$ cat src/rtl/cpu_core_if.sv
// Bus bundle for cpu_core: synchronous memory port plus the valid/ready output stream.
// The CPU is the master; board RAM and the UART/debug bridge sit on the slave side.
interface cpu_core_if #(
   parameter int DATA_WIDTH = 8,
   parameter int ADDR_WIDTH = DATA_WIDTH - 4
);
   logic [ADDR_WIDTH-1:0] mem_addr;
   logic                  mem_rd;
   logic                  mem_wr;
   logic [DATA_WIDTH-1:0] mem_wdata;
   logic [DATA_WIDTH-1:0] mem_rdata;
   logic                  out_valid;
   logic                  out_ready;
   logic [DATA_WIDTH-1:0] out_data;

   modport master (
      output mem_addr, mem_rd, mem_wr, mem_wdata, out_valid, out_data,
      input  mem_rdata, out_ready
   );

   modport slave (
      input  mem_addr, mem_rd, mem_wr, mem_wdata, out_valid, out_data,
      output mem_rdata, out_ready
   );
endinterface

$ cat src/rtl/cpu_core.sv
// Multi-cycle accumulator CPU with external synchronous memory and a valid/ready output port.
// Define CPU_CORE_MUL_EN to build the half-word multiplier for opcode A; otherwise it runs as NOP.
module cpu_core #(
   parameter int DATA_WIDTH = 8,
   parameter int OPC_WIDTH  = 4,
   parameter int ADDR_WIDTH = DATA_WIDTH - 4
) (
   input  logic                  clk,
   input  logic                  rstn,
   cpu_core_if.master            bus,
   output logic                  halted,
   output logic [DATA_WIDTH-1:0] acc
);
   localparam int SHW  = $clog2(DATA_WIDTH);
   localparam int HALF = DATA_WIDTH / 2;

   typedef enum logic [2:0] {FETCH, DECODE, EXEC, WB, OUTW, HALT} state_t;
   typedef enum logic [3:0] {
      OP_NOP = 4'h0, OP_LDA, OP_ADD, OP_SUB, OP_STA, OP_OUT, OP_JMP, OP_LDI,
      OP_JC, OP_SHL, OP_MUL, OP_JZ, OP_AND, OP_OR, OP_XOR, OP_HLT
   } opcode_t;

   state_t                state;
   logic [ADDR_WIDTH-1:0] pc;
   logic [DATA_WIDTH-1:0] ir;
   logic [DATA_WIDTH-1:0] a;
   logic                  c;
   logic                  z;
   logic                  out_valid_q;

   opcode_t               opc;
   logic [ADDR_WIDTH-1:0] operand;
   logic [SHW-1:0]        sh_amt;
   logic [DATA_WIDTH:0]   add_res;
   logic [DATA_WIDTH:0]   shl_res;
   logic [DATA_WIDTH-1:0] ext_operand;
   logic [DATA_WIDTH-1:0] wb_res;
   logic                  is_load;
   logic                  rd_strobe;
   logic                  wr_strobe;
   logic [ADDR_WIDTH-1:0] addr_mux;

   assign opc         = opcode_t'(ir[DATA_WIDTH-1 -: OPC_WIDTH]);
   assign operand     = ir[ADDR_WIDTH-1:0];
   assign sh_amt      = operand[SHW-1:0];
   assign ext_operand = DATA_WIDTH'(operand);
   assign add_res     = {1'b0, a} + {1'b0, bus.mem_rdata};
   // The extra top bit catches the last bit shifted out; a zero shift leaves it clear.
   assign shl_res     = {1'b0, a} << sh_amt;
   assign is_load     = opc inside {OP_LDA, OP_ADD, OP_SUB, OP_AND, OP_OR, OP_XOR};

`ifdef CPU_CORE_MUL_EN
   logic [DATA_WIDTH-1:0] mul_res;
   assign mul_res = DATA_WIDTH'(a[HALF-1:0]) * DATA_WIDTH'(a[DATA_WIDTH-1:HALF]);
`endif

   always_comb begin
      wb_res = bus.mem_rdata;
      case (opc)
         OP_ADD:  wb_res = add_res[DATA_WIDTH-1:0];
         OP_SUB:  wb_res = a - bus.mem_rdata;
         OP_AND:  wb_res = a & bus.mem_rdata;
         OP_OR:   wb_res = a | bus.mem_rdata;
         OP_XOR:  wb_res = a ^ bus.mem_rdata;
         default: ;
      endcase
   end

   // Strobes are decoded straight from state so memory sees them in the same cycle; reset masks them.
   always_comb begin
      rd_strobe = 1'b0;
      wr_strobe = 1'b0;
      addr_mux  = '0;
      if (rstn) begin
         addr_mux = pc;
         case (state)
            FETCH: rd_strobe = 1'b1;
            EXEC: begin
               addr_mux  = operand;
               rd_strobe = is_load;
               wr_strobe = (opc == OP_STA);
            end
            default: ;
         endcase
      end
   end

   always_ff @(posedge clk) begin
      if (!rstn) begin
         state       <= FETCH;
         pc          <= '0;
         ir          <= '0;
         a           <= '0;
         c           <= 1'b0;
         z           <= 1'b0;
         out_valid_q <= 1'b0;
      end else begin
         case (state)
            FETCH: state <= DECODE;
            DECODE: begin
               ir    <= bus.mem_rdata;
               pc    <= pc + ADDR_WIDTH'(1);
               state <= EXEC;
            end
            EXEC: begin
               state <= FETCH;
               case (opc)
                  OP_LDA, OP_ADD, OP_SUB, OP_AND, OP_OR, OP_XOR: state <= WB;
                  OP_OUT: begin
                     out_valid_q <= 1'b1;
                     state       <= OUTW;
                  end
                  OP_JMP: pc <= operand;
                  OP_LDI: begin
                     a <= ext_operand;
                     z <= (ext_operand == '0);
                  end
                  OP_JC: if (c) pc <= operand;
                  OP_SHL: begin
                     a <= shl_res[DATA_WIDTH-1:0];
                     c <= shl_res[DATA_WIDTH];
                     z <= (shl_res[DATA_WIDTH-1:0] == '0);
                  end
`ifdef CPU_CORE_MUL_EN
                  OP_MUL: begin
                     a <= mul_res;
                     c <= 1'b0;
                     z <= (mul_res == '0);
                  end
`endif
                  OP_JZ:  if (z) pc <= operand;
                  OP_HLT: state <= HALT;
                  default: ;
               endcase
            end
            WB: begin
               a     <= wb_res;
               z     <= (wb_res == '0);
               state <= FETCH;
               if (opc == OP_ADD) c <= add_res[DATA_WIDTH];
               if (opc == OP_SUB) c <= (a < bus.mem_rdata);
            end
            OUTW: begin
               if (bus.out_ready) begin
                  out_valid_q <= 1'b0;
                  state       <= FETCH;
               end
            end
            HALT: ;
            default: state <= FETCH;
         endcase
      end
   end

   assign bus.mem_addr  = addr_mux;
   assign bus.mem_rd    = rd_strobe;
   assign bus.mem_wr    = wr_strobe;
   assign bus.mem_wdata = a;
   assign bus.out_data  = a;
   assign bus.out_valid = out_valid_q & rstn;
   assign halted        = (state == HALT) & rstn;
   assign acc           = a;
endmodule

$ cat src/flat_wrapper.sv
// flat-port wrapper written by rule: the top's interface ports become plain ports
module cpu_core_flat 
#(
   parameter int DATA_WIDTH = 8,
   parameter int OPC_WIDTH  = 4,
   parameter int ADDR_WIDTH = DATA_WIDTH - 4
)
  (clk, rstn, halted, acc, bus_mem_addr, bus_mem_rd, bus_mem_wr, bus_mem_wdata, bus_out_valid, bus_out_data, bus_mem_rdata, bus_out_ready);
  cpu_core_if #(.DATA_WIDTH(DATA_WIDTH), .ADDR_WIDTH(ADDR_WIDTH)) bus_i ();
  input  logic clk;
  input  logic rstn;
  output logic halted;
  output logic [DATA_WIDTH-1:0] acc;
  output wire logic [$bits(bus_i.mem_addr)-1:0] bus_mem_addr;
  output wire logic [$bits(bus_i.mem_rd)-1:0] bus_mem_rd;
  output wire logic [$bits(bus_i.mem_wr)-1:0] bus_mem_wr;
  output wire logic [$bits(bus_i.mem_wdata)-1:0] bus_mem_wdata;
  output wire logic [$bits(bus_i.out_valid)-1:0] bus_out_valid;
  output wire logic [$bits(bus_i.out_data)-1:0] bus_out_data;
  input wire logic [$bits(bus_i.mem_rdata)-1:0] bus_mem_rdata;
  input wire logic [$bits(bus_i.out_ready)-1:0] bus_out_ready;
  assign bus_mem_addr = bus_i.mem_addr;
  assign bus_mem_rd = bus_i.mem_rd;
  assign bus_mem_wr = bus_i.mem_wr;
  assign bus_mem_wdata = bus_i.mem_wdata;
  assign bus_out_valid = bus_i.out_valid;
  assign bus_out_data = bus_i.out_data;
  assign bus_i.mem_rdata = bus_mem_rdata;
  assign bus_i.out_ready = bus_out_ready;
  cpu_core #(.DATA_WIDTH(DATA_WIDTH), .OPC_WIDTH(OPC_WIDTH), .ADDR_WIDTH(ADDR_WIDTH)) u_core (.clk(clk), .rstn(rstn), .bus(bus_i), .halted(halted), .acc(acc));
endmodule
$ cat config.mk
export PLATFORM = sky130hd
export DESIGN_NAME = cpu_core_flat
export DESIGN_NICKNAME = d
export VERILOG_FILES = /design/src/rtl/cpu_core_if.sv /design/src/rtl/cpu_core.sv /design/src/flat_wrapper.sv
export SDC_FILE = /design/constraint.sdc
export NUM_CORES = 1
export LEC_CHECK = 0
export BUFFER_PORTS_ARGS = -buffer_cell sky130_fd_sc_hd__buf_2
export CAP_MARGIN = 5
export CORE_ASPECT_RATIO = 0.7
export CORE_MARGIN = 1.5
export CORE_UTILIZATION = 61
export CTS_BUF_LIST = sky130_fd_sc_hd__clkbuf_2
export CTS_CLUSTER_SIZE = 16
export DETAILED_ROUTE_END_ITERATION = 8
export MAX_ROUTING_LAYER = met4
export PLACE_DENSITY = 0.89
export SLEW_MARGIN = 0
export SYNTH_ARGS = -nofsm -noshare
export SYNTH_HDL_FRONTEND = slang
export SYNTH_SLANG_ARGS = --single-unit
$ cat constraint.sdc
create_clock -name clk -period 3.2 [get_ports clk]
set_input_delay 0.64 -clock clk [delete_from_list [all_inputs] [get_ports clk]]
set_output_delay 0.64 -clock clk [all_outputs]
set_load 0.02 [all_outputs]
==> impl_metrics.ini <==
[outcome]
status = completed

[global_route]
grt_first_pass_wirelength_um = 15100
met3_usage = 0.0708
track_usage = 0.353
antenna_found_initial = 0
overflow = 0
grt_util_met2 = 0.511
grt_pass1_vias = 3017
use_met1 = 0.503
grt.busiest_layer = met2
grt_max_degree = 34

[finish]
fin_util = 0.679
antenna-diode-count = 0
nets = 481
syn2layout_area_growth_pct = 4.28
drive_above_1_share = 0.172
fillers = 426

[floorplan]
num_rows = 21
dieArea_mm2 = 0.00567
core_area_mm2 = 0.00489
die_width_um = 89.4
dieHeight_um = 63.5
start_util = 0.652
io_pins = 43

[cts]
cts_root_buf = clkbuf_2
htree_levels = 1
cts_setup_buffers = 0
cts-hold-fix-buffers = 0
cts_sinks = 26
cts-resized-gates = 0
clk_pin_slew_ps = 270
cts_buffers = 3
cts_tree = built
clock_path_buffers = 2
insertion_delay_ps = 390

[sta]
fin_setup_tns_ps = 0
tightest_slew_ps = 707
hold_viol_final = 0
finalSetupViolations = 0
finClkSkew_ps = 9.22
setup_slack_ps = 290
clock.fmax_mhz = 344
min_period_over_period = 0.909
relSlewSlack = 0.527
drv_slew = 0
rsz0062_at_grt = false
final.min_clock_period_ps = 2910

[place]
place_congestion = 0.997
io_buffers = 42
pre_cts_ws_ps = 298
dp_hpwl_um = 6970

[setup_path]
cp-end-kind = output pin
crit_end = bus_mem_rd
startpoint = u_core.ir[6]
crit_arrival_ps = 2270
reg2reg_from = u_core.acc[4]
cp.required_ps = 2560
critPathMaxFanout = 16
rrSetupSlack_ps = 480
timing.rr.end = u_core.acc[7]
reg2regPathDepth = 9
cp-start-kind = register
crit_type = register to output pin

[detailed_routing]
routed_wirelength_um = 9230
drc = 0
drtPass1Iterations = 5
drtAntennaViolNets = 0
wl_per_cell_um = 18.1
drt_iter0_markers = 322
vias = 3324
drt-vias-per-instance = 6.50

[synth]
synth.most_common_cell = nand2_1
ys_ff_latch = 26
synthTopCellsByCount = nand2_1 (41), nor2_1 (36), a21oi_1 (26), dfxtp_1 (26), inv_1 (26)
synthArstFlopShare = 0
syn_inst = 429
synthTopCellsByArea = dfxtp_1 (16%), ha_1 (9.8%), nand2_1 (4.8%), buf_4 (4.5%), nor2_1 (4.2%)
synth_ff_type = dfxtp_1
postSynthAreaPerCell_um2 = 7.42
ys_warn_count = 0
synth_top_area_cell = dfxtp_1
syn-num-nets = 467
synth_top_area_frac = 0.163
synth_area_mm2 = 0.00318
ys_seq_area_frac = 0.163
synth_edf_count = 0
ys_types = 79

[power_and_ir_drop]
vdd_ir_drop_max_mv = 0.185
p_total_uw = 931
leakage_nw = 1.44
p_per_area_mw_per_mm2 = 280

[worst_hold_path]
hold_path_class = register to register

[flow_run]
maxCapViolCount = 0
[sequential cells by signal, summed over array words and instances (netlist names)]
register and flops:
u_core.c 1, u_core.acc 8, u_core.z 1, u_core.ir 8, u_core.out_valid_q 1, u_core.pc 4
u_core.state 3
[where the power goes]
group          internal (mW)  switching (mW)  total [mW]
logic                  0.120           0.202       0.323
clock network          0.107           0.115       0.223
registers              0.341          0.0448       0.386
[worst max-delay path, cell delays in order (launching register included)]
cell      delay (ps)
dfxtp_1          740
and2_1           220
nand2_1          120
a221oi_1         450
o21a_1           190
buf_2            160
[logic make-up after synthesis]
kind of cell             Yosys count  share of synthesized area
AND/OR/NAND/NOR                  147                      0.238
flip-flops                        26                      0.163
adder cells (fa/ha/maj)           27                      0.111
buffers and inverters             71                      0.121
multiplexers                      15                     0.0495
AO/OA/AOI/OAI                    139                      0.306
XOR/XNOR                           4                     0.0110
[through the flow]
step / instance area [um2] / hold WS, ps / std cells
CTS: 3320 / 473 / 511
global route: 3320 / 485 / 511
detailed placement: 3280 / 463 / 507
finish: 3320 / 485 / 511
floorplan: 3180 / 437 / 429
global placement: 3280 / 453 / 507
[area by class of cell]
class | count | area (um2) | share of cell area
timing repair buffer | 52 | 285 | 0.0859
multi-input combinational | 332 | 2280 | 0.686
sequential | 26 | 520 | 0.157
inverter | 28 | 105 | 0.0317
clock buffer | 3 | 15.0 | 0.00452
clock inverter | 1 | 30.0 | 0.00904
tap | 69 | 86.3 | 0.0260
[metal layers]
layer | up-vias | share of wire | routed length (um)
met4 | 0 | 0.0089 | 82
met5 | - | 0 | 0
li1 | 1551 | - | -
met3 | 12 | 0.12 | 1080
met2 | 211 | 0.43 | 3990
met1 | 1550 | 0.44 | 4080
[placed cells by master, fill, tap and decap left out, types with 4 or more instances in the layout]
| cell type | n |
|---|---|
| nor3_1 | 11 |
| o21ai_1 | 10 |
| and2_1 | 5 |
| o21ai_0 | 14 |
| inv_1 | 26 |
| a211oi_1 | 8 |
| o21bai_1 | 5 |
| buf_2 | 42 |
| a31oi_1 | 6 |
| o211ai_1 | 7 |
| mux2i_1 | 9 |
| dfxtp_1 | 26 |
| or3_1 | 4 |
| o21a_1 | 6 |
| nand4_1 | 4 |
| buf_4 | 10 |
| a21boi_0 | 15 |
| a221oi_1 | 4 |
| nand3_1 | 6 |
| nor2b_1 | 5 |
| a21boi_1 | 4 |
| a21oi_1 | 26 |
| nand2_1 | 41 |
| mux2_2 | 5 |
| nor2_1 | 36 |
| ha_1 | 25 |
| nand2b_1 | 8 |
[worst min path at each step]
stage / start / endpoint / slack, ps / cells after the start
global route: bus_mem_rdata[6] / u_core.ir[6] / 480 / 3
floorplan: u_core.out_valid_q / u_core.out_valid_q / 440 / 2
finish: u_core.out_valid_q / u_core.out_valid_q / 480 / 2
detailed placement: u_core.out_valid_q / u_core.out_valid_q / 460 / 2
CTS: bus_mem_rdata[5] / u_core.ir[5] / 470 / 3
global placement: u_core.out_valid_q / u_core.out_valid_q / 450 / 2
Note: power is estimated with default switching activity, not from simulation.
